<file path="src/rtl/xc_aessub_pkg.sv">
// Shared types and constants for the xc.aessub SubBytes arbiter.
package xc_aessub_pkg;

  // Arbiter FSM states.
  typedef enum logic [1:0] {
    IDLE = 2'd0,
    BUSY = 2'd1,
    RESP = 2'd2
  } state_t;

  // Upper bound on the number of requesters sharing the unit.
  localparam int NREQ_MAX = 4;

  // Width of a requester index; never narrower than one bit.
  function automatic int idx_width(input int n);
    return (n <= 2) ? 1 : $clog2(n);
  endfunction

  // Widest owner index the arbiter can ever need.
  localparam int OWNER_W = idx_width(NREQ_MAX);

endpackage

</file>
<file path="src/rtl/xc_rr_pick.sv">
// Combinational round-robin picker: first asserted request at or after ptr.
module xc_rr_pick #(
  parameter int NREQ = 2,
  parameter int IW   = 1
) (
  input  logic [NREQ-1:0] req,
  input  logic [IW-1:0]   ptr,
  output logic [NREQ-1:0] grant_onehot,
  output logic [IW-1:0]   grant_idx,
  output logic            any
);

  logic [IW-1:0] sel;

  // Position k steps after base, wrapped into 0..NREQ-1 (base is always < NREQ).
  function automatic int wrap_idx(input int base, input int k);
    int s;
    s = base + k;
    if (s >= NREQ) s = s - NREQ;
    return s;
  endfunction

  // Scan farthest-to-nearest so the entry closest to ptr wins.
  always_comb begin
    grant_onehot = '0;
    grant_idx    = '0;
    sel          = '0;
    any          = |req;
    for (int k = NREQ - 1; k >= 0; k--) begin
      sel = IW'(wrap_idx(int'(ptr), k));
      if (req[sel]) grant_idx = sel;
    end
    if (any) grant_onehot[grant_idx] = 1'b1;
  end

endmodule

</file>
<file path="src/rtl/xc_aessub_arbiter.sv">
// Round-robin arbiter sharing one xc.aessub SubBytes unit between NREQ requesters.
module xc_aessub_arbiter
  import xc_aessub_pkg::*;
#(
  parameter int NREQ = 2
) (
  input  logic              clock,
  input  logic              reset,
  input  logic [NREQ-1:0]   req_valid,
  output logic [NREQ-1:0]   req_ready,
  input  logic [32*NREQ-1:0] req_rs1,
  input  logic [32*NREQ-1:0] req_rs2,
  input  logic [NREQ-1:0]   req_enc,
  input  logic [NREQ-1:0]   req_rot,
  input  logic [NREQ-1:0]   flush,
  output logic [NREQ-1:0]   rsp_valid,
  output logic [31:0]       rsp_result,
  input  logic [NREQ-1:0]   rsp_ready,
  output logic              u_valid,
  output logic [31:0]       u_rs1,
  output logic [31:0]       u_rs2,
  output logic              u_enc,
  output logic              u_rot,
  input  logic              u_ready,
  input  logic [31:0]       u_result,
  output logic              busy
);

  localparam int OW = idx_width(NREQ);

  state_t          state, state_next;
  logic [OW-1:0]   owner;
  logic [OW-1:0]   ptr;
  logic [OW-1:0]   owner_plus;
  logic            drop;
  logic [31:0]     op_rs1, op_rs2;
  logic            op_enc, op_rot;
  logic [31:0]     result;

  logic [NREQ-1:0] eligible;
  logic [NREQ-1:0] grant_onehot;
  logic [OW-1:0]   grant_idx;
  logic            grant_any;
  logic            grant_fire;
  logic            capture_result;
  logic            ret_idle;
  logic            owner_flush;
  logic            owner_rsp_ready;

  // A requester flushing in the same cycle it asks is not a candidate.
  assign eligible        = req_valid & ~flush;
  assign owner_flush     = flush[owner];
  assign owner_rsp_ready = rsp_ready[owner];
  assign owner_plus      = (int'(owner) == NREQ - 1) ? '0 : owner + OW'(1);

  xc_rr_pick #(
    .NREQ (NREQ),
    .IW   (OW)
  ) u_pick (
    .req          (eligible),
    .ptr          (ptr),
    .grant_onehot (grant_onehot),
    .grant_idx    (grant_idx),
    .any          (grant_any)
  );

  // State register.
  always_ff @(posedge clock) begin
    if (reset) state <= IDLE;
    else       state <= state_next;
  end

  // Next-state logic; the unit is never aborted, so BUSY always waits for u_ready.
  always_comb begin
    state_next     = state;
    grant_fire     = 1'b0;
    capture_result = 1'b0;
    ret_idle       = 1'b0;
    case (state)
      IDLE: begin
        if (grant_any) begin
          grant_fire = 1'b1;
          state_next = BUSY;
        end
      end
      BUSY: begin
        if (u_ready) begin
          if (drop || owner_flush) begin
            ret_idle   = 1'b1;
            state_next = IDLE;
          end else begin
            capture_result = 1'b1;
            state_next     = RESP;
          end
        end
      end
      RESP: begin
        if (owner_rsp_ready || owner_flush) begin
          ret_idle   = 1'b1;
          state_next = IDLE;
        end
      end
      default: state_next = IDLE;
    endcase
  end

  // Operand capture, ownership, drop flag, result and round-robin pointer.
  always_ff @(posedge clock) begin
    if (reset) begin
      owner  <= '0;
      ptr    <= '0;
      drop   <= 1'b0;
      op_rs1 <= '0;
      op_rs2 <= '0;
      op_enc <= 1'b0;
      op_rot <= 1'b0;
      result <= '0;
    end else begin
      if (grant_fire) begin
        owner  <= grant_idx;
        drop   <= 1'b0;
        op_rs1 <= req_rs1[32*grant_idx +: 32];
        op_rs2 <= req_rs2[32*grant_idx +: 32];
        op_enc <= req_enc[grant_idx];
        op_rot <= req_rot[grant_idx];
      end
      if (state == BUSY && owner_flush) drop <= 1'b1;
      if (capture_result) result <= u_result;
      if (ret_idle) ptr <= owner_plus;
    end
  end

  // Response valid is steered to the owning requester only.
  always_comb begin
    rsp_valid = '0;
    if (state == RESP) rsp_valid[owner] = 1'b1;
  end

  assign req_ready  = grant_fire ? grant_onehot : '0;
  assign rsp_result = result;
  assign u_valid    = (state == BUSY);
  assign u_rs1      = op_rs1;
  assign u_rs2      = op_rs2;
  assign u_enc      = op_enc;
  assign u_rot      = op_rot;
  assign busy       = (state != IDLE);

endmodule

</file>
<file path="config.mk">
export PLATFORM = sky130hd
export DESIGN_NAME = xc_aessub_arbiter
export DESIGN_NICKNAME = d
export VERILOG_FILES = /design/src/rtl/xc_aessub_pkg.sv /design/src/rtl/xc_rr_pick.sv /design/src/rtl/xc_aessub_arbiter.sv
export SDC_FILE = /design/constraint.sdc
export NUM_CORES = 1
export LEC_CHECK = 0
export CAP_MARGIN = 0
export CORE_ASPECT_RATIO = 1.75
export CORE_MARGIN = 5
export CORE_UTILIZATION = 33
export DETAILED_ROUTE_END_ITERATION = 16
export GPL_TIMING_DRIVEN = 0
export HOLD_SLACK_MARGIN = 0.15
export PLACE_DENSITY = 0.74
export SYNTH_ARGS = -nofsm -noshare
export SYNTH_HDL_FRONTEND = slang
export SYNTH_HIERARCHICAL = 1
export SYNTH_SLANG_ARGS = --single-unit
export TNS_END_PERCENT = 1
</file>
<file path="constraint.sdc">
create_clock -name clock -period 1.7 [get_ports clock]
set_clock_uncertainty 0.15 [all_clocks]
set_input_delay 0.17 -clock clock [delete_from_list [all_inputs] [get_ports clock]]
set_output_delay 0.17 -clock clock [all_outputs]
set_load 0.05 [all_outputs]
</file>
==> results.sh, run 1 <==
export IMPL_run_status="finished with violations"
export IMPL_violations="negative setup slack"
export IMPL_rr_startpoint="state[0]"
export IMPL_die_y_um=162.4
export IMPL_grt_pass1_wl_mm=25.22
export IMPL_rsz0062_at_grt="true"
export IMPL_placed_cells=931
export IMPL_fin_ws_ns=-0.04455
export IMPL_syn_to_final_growth_pct=89.05
export IMPL_insertion_delay_ns=0.34
export IMPL_yosysWarnings=6
export IMPL_hold_viol=0
export IMPL_antenna_found_initial=0
export IMPL_critPathLaunch="req_valid[1]"
export IMPL_crit_path_max_fanout=10
export IMPL_via_per_inst=4.872
export IMPL_drt_pass1_iterations=4
export IMPL_period_share_pct=102.6
export IMPL_cts_tree="yes"
export IMPL_cts_root_buf="clkbuf_16"
export IMPL_port_buffer_count=275
export IMPL_die_area_um2=15760
export IMPL_end_kind="flop"
export IMPL_start_util_pct=33.66
export IMPL_cts_max_level=3
export IMPL_r2r_end="u_rs1[2]"
export IMPL_synth_ff_type="dfxtp_1"
export IMPL_finalCriticalPeriod_ns=1.745
export IMPL_grt_pass1_vias=4992
export IMPL_die_w_um=97.07
export IMPL_grt_overflow=0
export IMPL_slew_violations=0
export IMPL_ys_ff_latch=103
export IMPL_finalInstanceArea_um2=8277
export IMPL_post_dp_cell_area_um2=7368
export IMPL_totalWireLength_mm=16.73
export IMPL_setup_violations=12
export IMPL_synth_area_um2=4378
export IMPL_synth_top_area_share_pct=47.10
export IMPL_seq_area_frac_synth_pct=47.10
export IMPL_hpwl_mm=13.04
export IMPL_drive_gt1_share_pct=17.96
export IMPL_vdd_drop_max_mv=0.6834
export IMPL_core_um2=13010
export IMPL_postRouteAntennaNets=0
export IMPL_synth_largest_area_cell="dfxtp_1"
export IMPL_startpoint_type="primary input"
export IMPL_worst_pin_slew_ns=0.6892
export IMPL_syn_instance_count=485
export IMPL_rows=55
export IMPL_n_antenna_cell=0
export IMPL_synth_avg_cell_area_um2=9.027
export IMPL_critPathKind="in2reg"
export IMPL_r2r_cells=7
export IMPL_clk_pin_slew_ns=0.07
export IMPL_wl_per_cell_um=17.50
export IMPL_num_vias=4658
export IMPL_gp_congestion=0.8440
export IMPL_hold_class="in2reg"
export IMPL_synth_area_leaders="dfxtp_1 47%, mux2i_1 15%, a211oi_1 11%"
export IMPL_cts_buffers=9
export IMPL_p_per_area_nw_per_um2=1231
export IMPL_cap_violations=0
export IMPL_grt_max_degree=18
export IMPL_io_pins=277
export IMPL_finalNetCount=957
export IMPL_holdPathEnd="state[0]"
export IMPL_slew_headroom_pct=54.06
export IMPL_arrival_ns=1.85
export IMPL_clk_path_buf_depth=2
export IMPL_p_leak_nw=3.373
export IMPL_synth_most_common_cell="dfxtp_1"
export IMPL_post_route_drc_count=0
export IMPL_totalPowerFinal_mw=10.19
export IMPL_yosys_top_cells_count="103 x dfxtp_1, 69 x nand2_1, 69 x nor2_1"
export IMPL_grt_usage_pct=19.88
export IMPL_hold_ws_ns=0.1595
export IMPL_synth_edf_count=0
export IMPL_clock_sinks=103
export IMPL_holdPathStages=3
export IMPL_yosys_cell_types_count=29
export IMPL_timing_hold_worst_start="reset"
export IMPL_required_ns=1.81
export IMPL_drt_iter0_drc=69
export IMPL_setup_tns_ns=-0.1567
export IMPL_async_flop_share_pct=0
export IMPL_fin_cells=956
export IMPL_fmax_ghz=0.5732
export IMPL_ff2ff_setup_slack_ns=-0.02
export IMPL_syn_nets=662
-- flip-flops by register name, summed over array words and instances, names as in the netlist --
register    count
rsp_result     32
drop            1
owner           1
u_rs2          32
ptr             1
u_enc           1
state           2
u_rs1          32
u_rot           1
-- worst max-delay path, stage by stage --
cell and delay [ns]:
clkdlybuf4s50_1 0.40, nor2b_4 0.14, or2_4 0.27, and2_4 0.16
buf_6 0.13, clkbuf_16 0.17, buf_12 0.15, a211oi_4 0.25
-- per-stage QoR --
| step | setup slack (ns) | util [%] |
|---|---|---|
| 6_report | -0.04455 | 63.64 |
| 3_5_place_dp | -0.9932 | 56.65 |
| 3_3_place_gp | -0.9401 | 56.65 |
| 2_1_floorplan | -0.06413 | - |
| 4_1_cts | -0.06128 | 60.38 |
| 5_1_grt | -0.08105 | 63.64 |
-- cell type report --
| type | count | area, µm² |
|---|---|---|
| Buffer | 41 | 387.9 |
| Clock buffer | 11 | 242.7 |
| Clock inverter | 5 | 65.06 |
| Fill cell | 1080 | 4730 |
| Inverter | 5 | 27.53 |
| Multi-Input combinational cell | 335 | 2521 |
| Sequential cell | 103 | 2068 |
| Tap cell | 171 | 214.0 |
| Timing Repair Buffer | 285 | 2750 |
-- metal layers --
metal | routed length (µm) | GRT usage [%] | vias up
met5 | 0 | 0 | -
met4 | 380 | 6.709 | 0
met3 | 1247 | 6.815 | 25
met2 | 9418 | 39.72 | 192
met1 | 5681 | 18.33 | 2172
li1 | - | - | 2269
-- layout by cell type, fill, tap and decap left out, drive strengths merged --
cell	instances
clkinv	2
o32ai	1
nor2b	4
clkdlybuf4s15	1
nand2	69
and3	2
o2111ai	1
mux2	3
bufinv	1
nor4	1
a22oi	1
buf	36
mux2i	67
and2	2
dlygate4sd2	100
dfxtp	103
o21ai	1
nor2	69
nand2b	3
nor3	1
clkdlybuf4s50	169
clkinvlp	1
clkbuf	30
dlygate4sd3	1
a21oi	34
inv	6
a211oi	66
o22ai	1
ha	4
a21boi	3
or3	1
or2	1
-- logic make-up after synthesis --
family	count (synthesis)	share of synthesized area, %
adders and majority gates	4	1.143
AOI/OAI and AO/OA	108	16.55
muxes	70	16.18
buffers and inverters	47	4.973
and+or+nand+nor	153	14.06
DFF	103	47.10
-- repair_timing --
action	CTS	global route
pin swaps	12	5
setup buffers	0	7
gates cloned	0	2
gates resized for setup	219	76
setup endpoints to repair	203	96
endpoints found under the hold margin	1	0
hold buffers	1	0
-- power breakdown --
part	internal [mW]	switching, mW	total (mW)	leakage, nW
registers	2.88	0.253	3.13	0.848
logic	1.77	3.16	4.93	2.38
clock network	1.20	0.929	2.13	0.151
-- how the worst max path moves through the flow --
stage	slack (ns)	endpoint	depth (start not counted)
after floorplan	-0.06	u_rs2[4]	8
final	-0.04	u_rs1[2]	8
after global placement	-0.94	u_rs2[16]	8
after CTS	-0.06	u_rs2[16]	8
after global routing	-0.08	u_rs1[2]	8
after detailed placement	-0.99	u_rs2[9]	8
(Power assumes the default switching activity.)
==> inputs of run 2 (changes only) <==
CORE_UTILIZATION = 31   (was 33)
CTS_CLUSTER_SIZE = 8   (was default)
PLACE_DENSITY = 0.73   (was 0.74)
SYNTH_HIERARCHICAL = default   (was 1)
==> results.sh, run 2 <==
export IMPL_syn_to_final_growth_pct=88.26
export IMPL_clkPwrFrac_pct=30.1
export IMPL_hpwl_mm=12.95
export IMPL_run_status="finished with violations"
export IMPL_synth_edf_count=0
export IMPL_p_per_area_nw_per_um2=899.5
export IMPL_placed_cells=857
export IMPL_yosys_top_cells_count="103 x dfxtp_1, 70 x nor2_1, 66 x a222oi_1"
export IMPL_violations="negative setup slack"
export IMPL_rr_startpoint="state[1]"
export IMPL_swShare_pct=31.91
export IMPL_p_seq_share_pct=40.2
export IMPL_drt_pass1_iterations=11
export IMPL_critPathKind="reg2reg"
export IMPL_hold_ws_ns=0.2291
export IMPL_insertion_delay_ns=0.33
export IMPL_fin_cells=890
export IMPL_r2r_end="u_rs1[28]"
export IMPL_holdPathEnd="rsp_result[4]"
export IMPL_drt_iter0_drc=382
export IMPL_cts_buffers=9
export IMPL_end_kind="flop"
export IMPL_cts_tree="yes"
export IMPL_totalPowerFinal_mw=6.607
export IMPL_startpoint_type="flop"
export IMPL_r2r_cells=8
export IMPL_synth_area_leaders="dfxtp_1 53%, a222oi_1 17%, nor2_1 6.7%"
export IMPL_synth_area_um2=3901
export IMPL_syn_nets=590
export IMPL_timing_hold_worst_start="reset"
export IMPL_post_route_drc_count=0
export IMPL_hold_class="in2reg"
export IMPL_yosys_cell_types_count=32
export IMPL_cts_root_buf="clkbuf_16"
export IMPL_clock_sinks=103
export IMPL_cts_max_level=3
export IMPL_drive_gt1_share_pct=10.82
export IMPL_grt_overflow=0
export IMPL_synth_ff_type="dfxtp_1"
export IMPL_fillCellCount=1169
export IMPL_synth_most_common_cell="dfxtp_1"
export IMPL_clk_path_buf_depth=2
export IMPL_grt_pass1_wl_mm=24.49
export IMPL_finalCriticalPeriod_ns=1.902
export IMPL_core_um2=12430
export IMPL_clk_pin_slew_ns=0.07
export IMPL_p_leak_nw=3.168
export IMPL_fmax_ghz=0.5257
export IMPL_antenna_found_initial=1
export IMPL_die_y_um=158.4
export IMPL_slew_violations=0
export IMPL_holdPathStages=3
export IMPL_finalNetCount=892
export IMPL_arrival_ns=1.96
export IMPL_hold_viol=0
export IMPL_die_w_um=94.80
export IMPL_start_util_pct=31.38
export IMPL_setup_violations=68
export IMPL_synth_top_area_share_pct=52.85
export IMPL_cap_violations=0
export IMPL_syn_instance_count=414
export IMPL_internal_power_mw=4.498
export IMPL_rows=54
export IMPL_combPwrFrac_pct=29.7
export IMPL_wl_per_cell_um=18.90
export IMPL_grt_usage_pct=21.15
export IMPL_final_cell_mix="170 x clkdlybuf4s50_1, 101 x dfxtp_1, 100 x dlygate4sd2_1"
export IMPL_io_pins=277
export IMPL_via_per_inst=5.137
export IMPL_worst_pin_slew_ns=0.6012
export IMPL_synth_avg_cell_area_um2=9.423
export IMPL_slew_headroom_pct=59.92
export IMPL_die_area_um2=15020
export IMPL_net_switching_power_mw=2.108
export IMPL_totalWireLength_mm=16.82
export IMPL_vdd_drop_max_mv=0.5410
export IMPL_ff2ff_setup_slack_ns=-0.20
export IMPL_final_common_cell="clkdlybuf4s50_1"
export IMPL_async_flop_share_pct=0
export IMPL_yosysWarnings=0
export IMPL_ys_ff_latch=103
export IMPL_grt_pass1_vias=4683
export IMPL_required_ns=1.76
export IMPL_rsz0062_at_grt="true"
export IMPL_period_share_pct=111.9
export IMPL_postRouteAntennaNets=0
export IMPL_fin_ws_ns=-0.2024
export IMPL_gp_congestion=0.8288
export IMPL_seq_area_frac_synth_pct=52.85
export IMPL_port_buffer_count=275
export IMPL_crit_path_max_fanout=8
export IMPL_grt_max_degree=18
export IMPL_num_vias=4572
export IMPL_synth_largest_area_cell="dfxtp_1"
## run 2: cell count changes after synthesis, moves of 3 or more
cell	previous run	this run
a211oi_1	66	1
a21boi_1	3	0
a222oi_1	0	66
mux2i_1	67	2
nand2_1	69	65
## run 2: worst max-delay path, cell delays in order, from the launching register on
cell	delay [ns]
dfxtp_2	0.36
inv_2	0.06
ha_4	0.17
buf_4	0.14
o211a_4	0.17
buf_8	0.14
buf_4	0.16
a222oi_1	0.35
nor2_1	0.09
## run 2: per-stage QoR
step / worst slack (ns) / TNS, ns / cell area, µm² / utilization, %
after global routing: -0.2538 / -13.05 / 7345 / 59.08
after global placement: -0.8779 / -30.49 / 6889 / 55.41
final: -0.2024 / -5.294 / 7345 / 59.08
after floorplan: -0.1791 / -10.89 / 3926 / -
after CTS: -0.1720 / -5.385 / 7222 / 58.09
after detailed placement: -0.9123 / -35.04 / 6889 / 55.41
## run 2: kinds of logic (layout without fill, tap and decap cells)
kind of cell / after synthesis / in the layout / synth area share, %
simple gates: 149 / 149 / 15.71
compound gates: 109 / 109 / 23.41
flops: 103 / 103 / 52.85
buf+inv: 46 / 353 / 5.965
mux: 4 / 4 / 1.090
fa+ha+maj: 3 / 3 / 0.9623
other cells: 0 / 1 / 0
## run 2: final cells by class
class / count / area, µm² / share of cell area, %
antenna: 1 / 2.502 / 0.03407
buffer: 41 / 307.8 / 4.191
clock buffer: 11 / 252.7 / 3.441
clock inverter: 5 / 40.04 / 0.5451
inverter: 5 / 22.52 / 0.3066
multi-input combinational: 265 / 1638 / 22.30
sequential: 103 / 2064 / 28.11
tap: 168 / 210.2 / 2.862
timing repair buffer: 291 / 2806 / 38.21
## run 2: worst max path at each step
stage              from           end  depth (start not counted)
6_report       state[1]     u_rs1[28]                          8
5_1_grt        state[1]      u_rs1[5]                          9
3_5_place_dp   flush[0]  req_ready[1]                          5
3_3_place_gp   flush[1]  req_ready[0]                          5
4_1_cts        state[1]  req_ready[0]                          6
2_1_floorplan  state[0]         u_enc                          8
## run 2: power by group through the flow
stage / Combinational, mW / Sequential [mW] / Clock, mW
global route: 2.07 / 2.67 / 2.15
finish: 1.96 / 2.66 / 1.99
CTS: 1.91 / 2.65 / 2.04
global placement: 1.91 / 2.71 / 0
floorplan: 0.543 / 3.22 / 0
detailed placement: 1.94 / 2.71 / 0
## run 2: what timing repair did
action	4_1_cts	5_1_grt
buffers inserted	7	5
hold buffers	2	0
gates cloned	0	2
pin swaps	56	8
endpoints found under the hold margin	1	0
gates resized for setup	161	22
setup endpoints to repair	204	105
## run 2: metal layers
| metal | up-vias | part of all wire, % | wire length, µm | GRT usage (%) |
|---|---|---|---|---|
| li1 | 2142 | - | - | - |
| met1 | 2163 | 34 | 5785 | 22.79 |
| met2 | 233 | 55 | 9305 | 38.69 |
| met3 | 34 | 7.1 | 1187 | 5.106 |
| met4 | 0 | 3.2 | 542 | 9.016 |
| met5 | - | 0 | 0 | 0 |
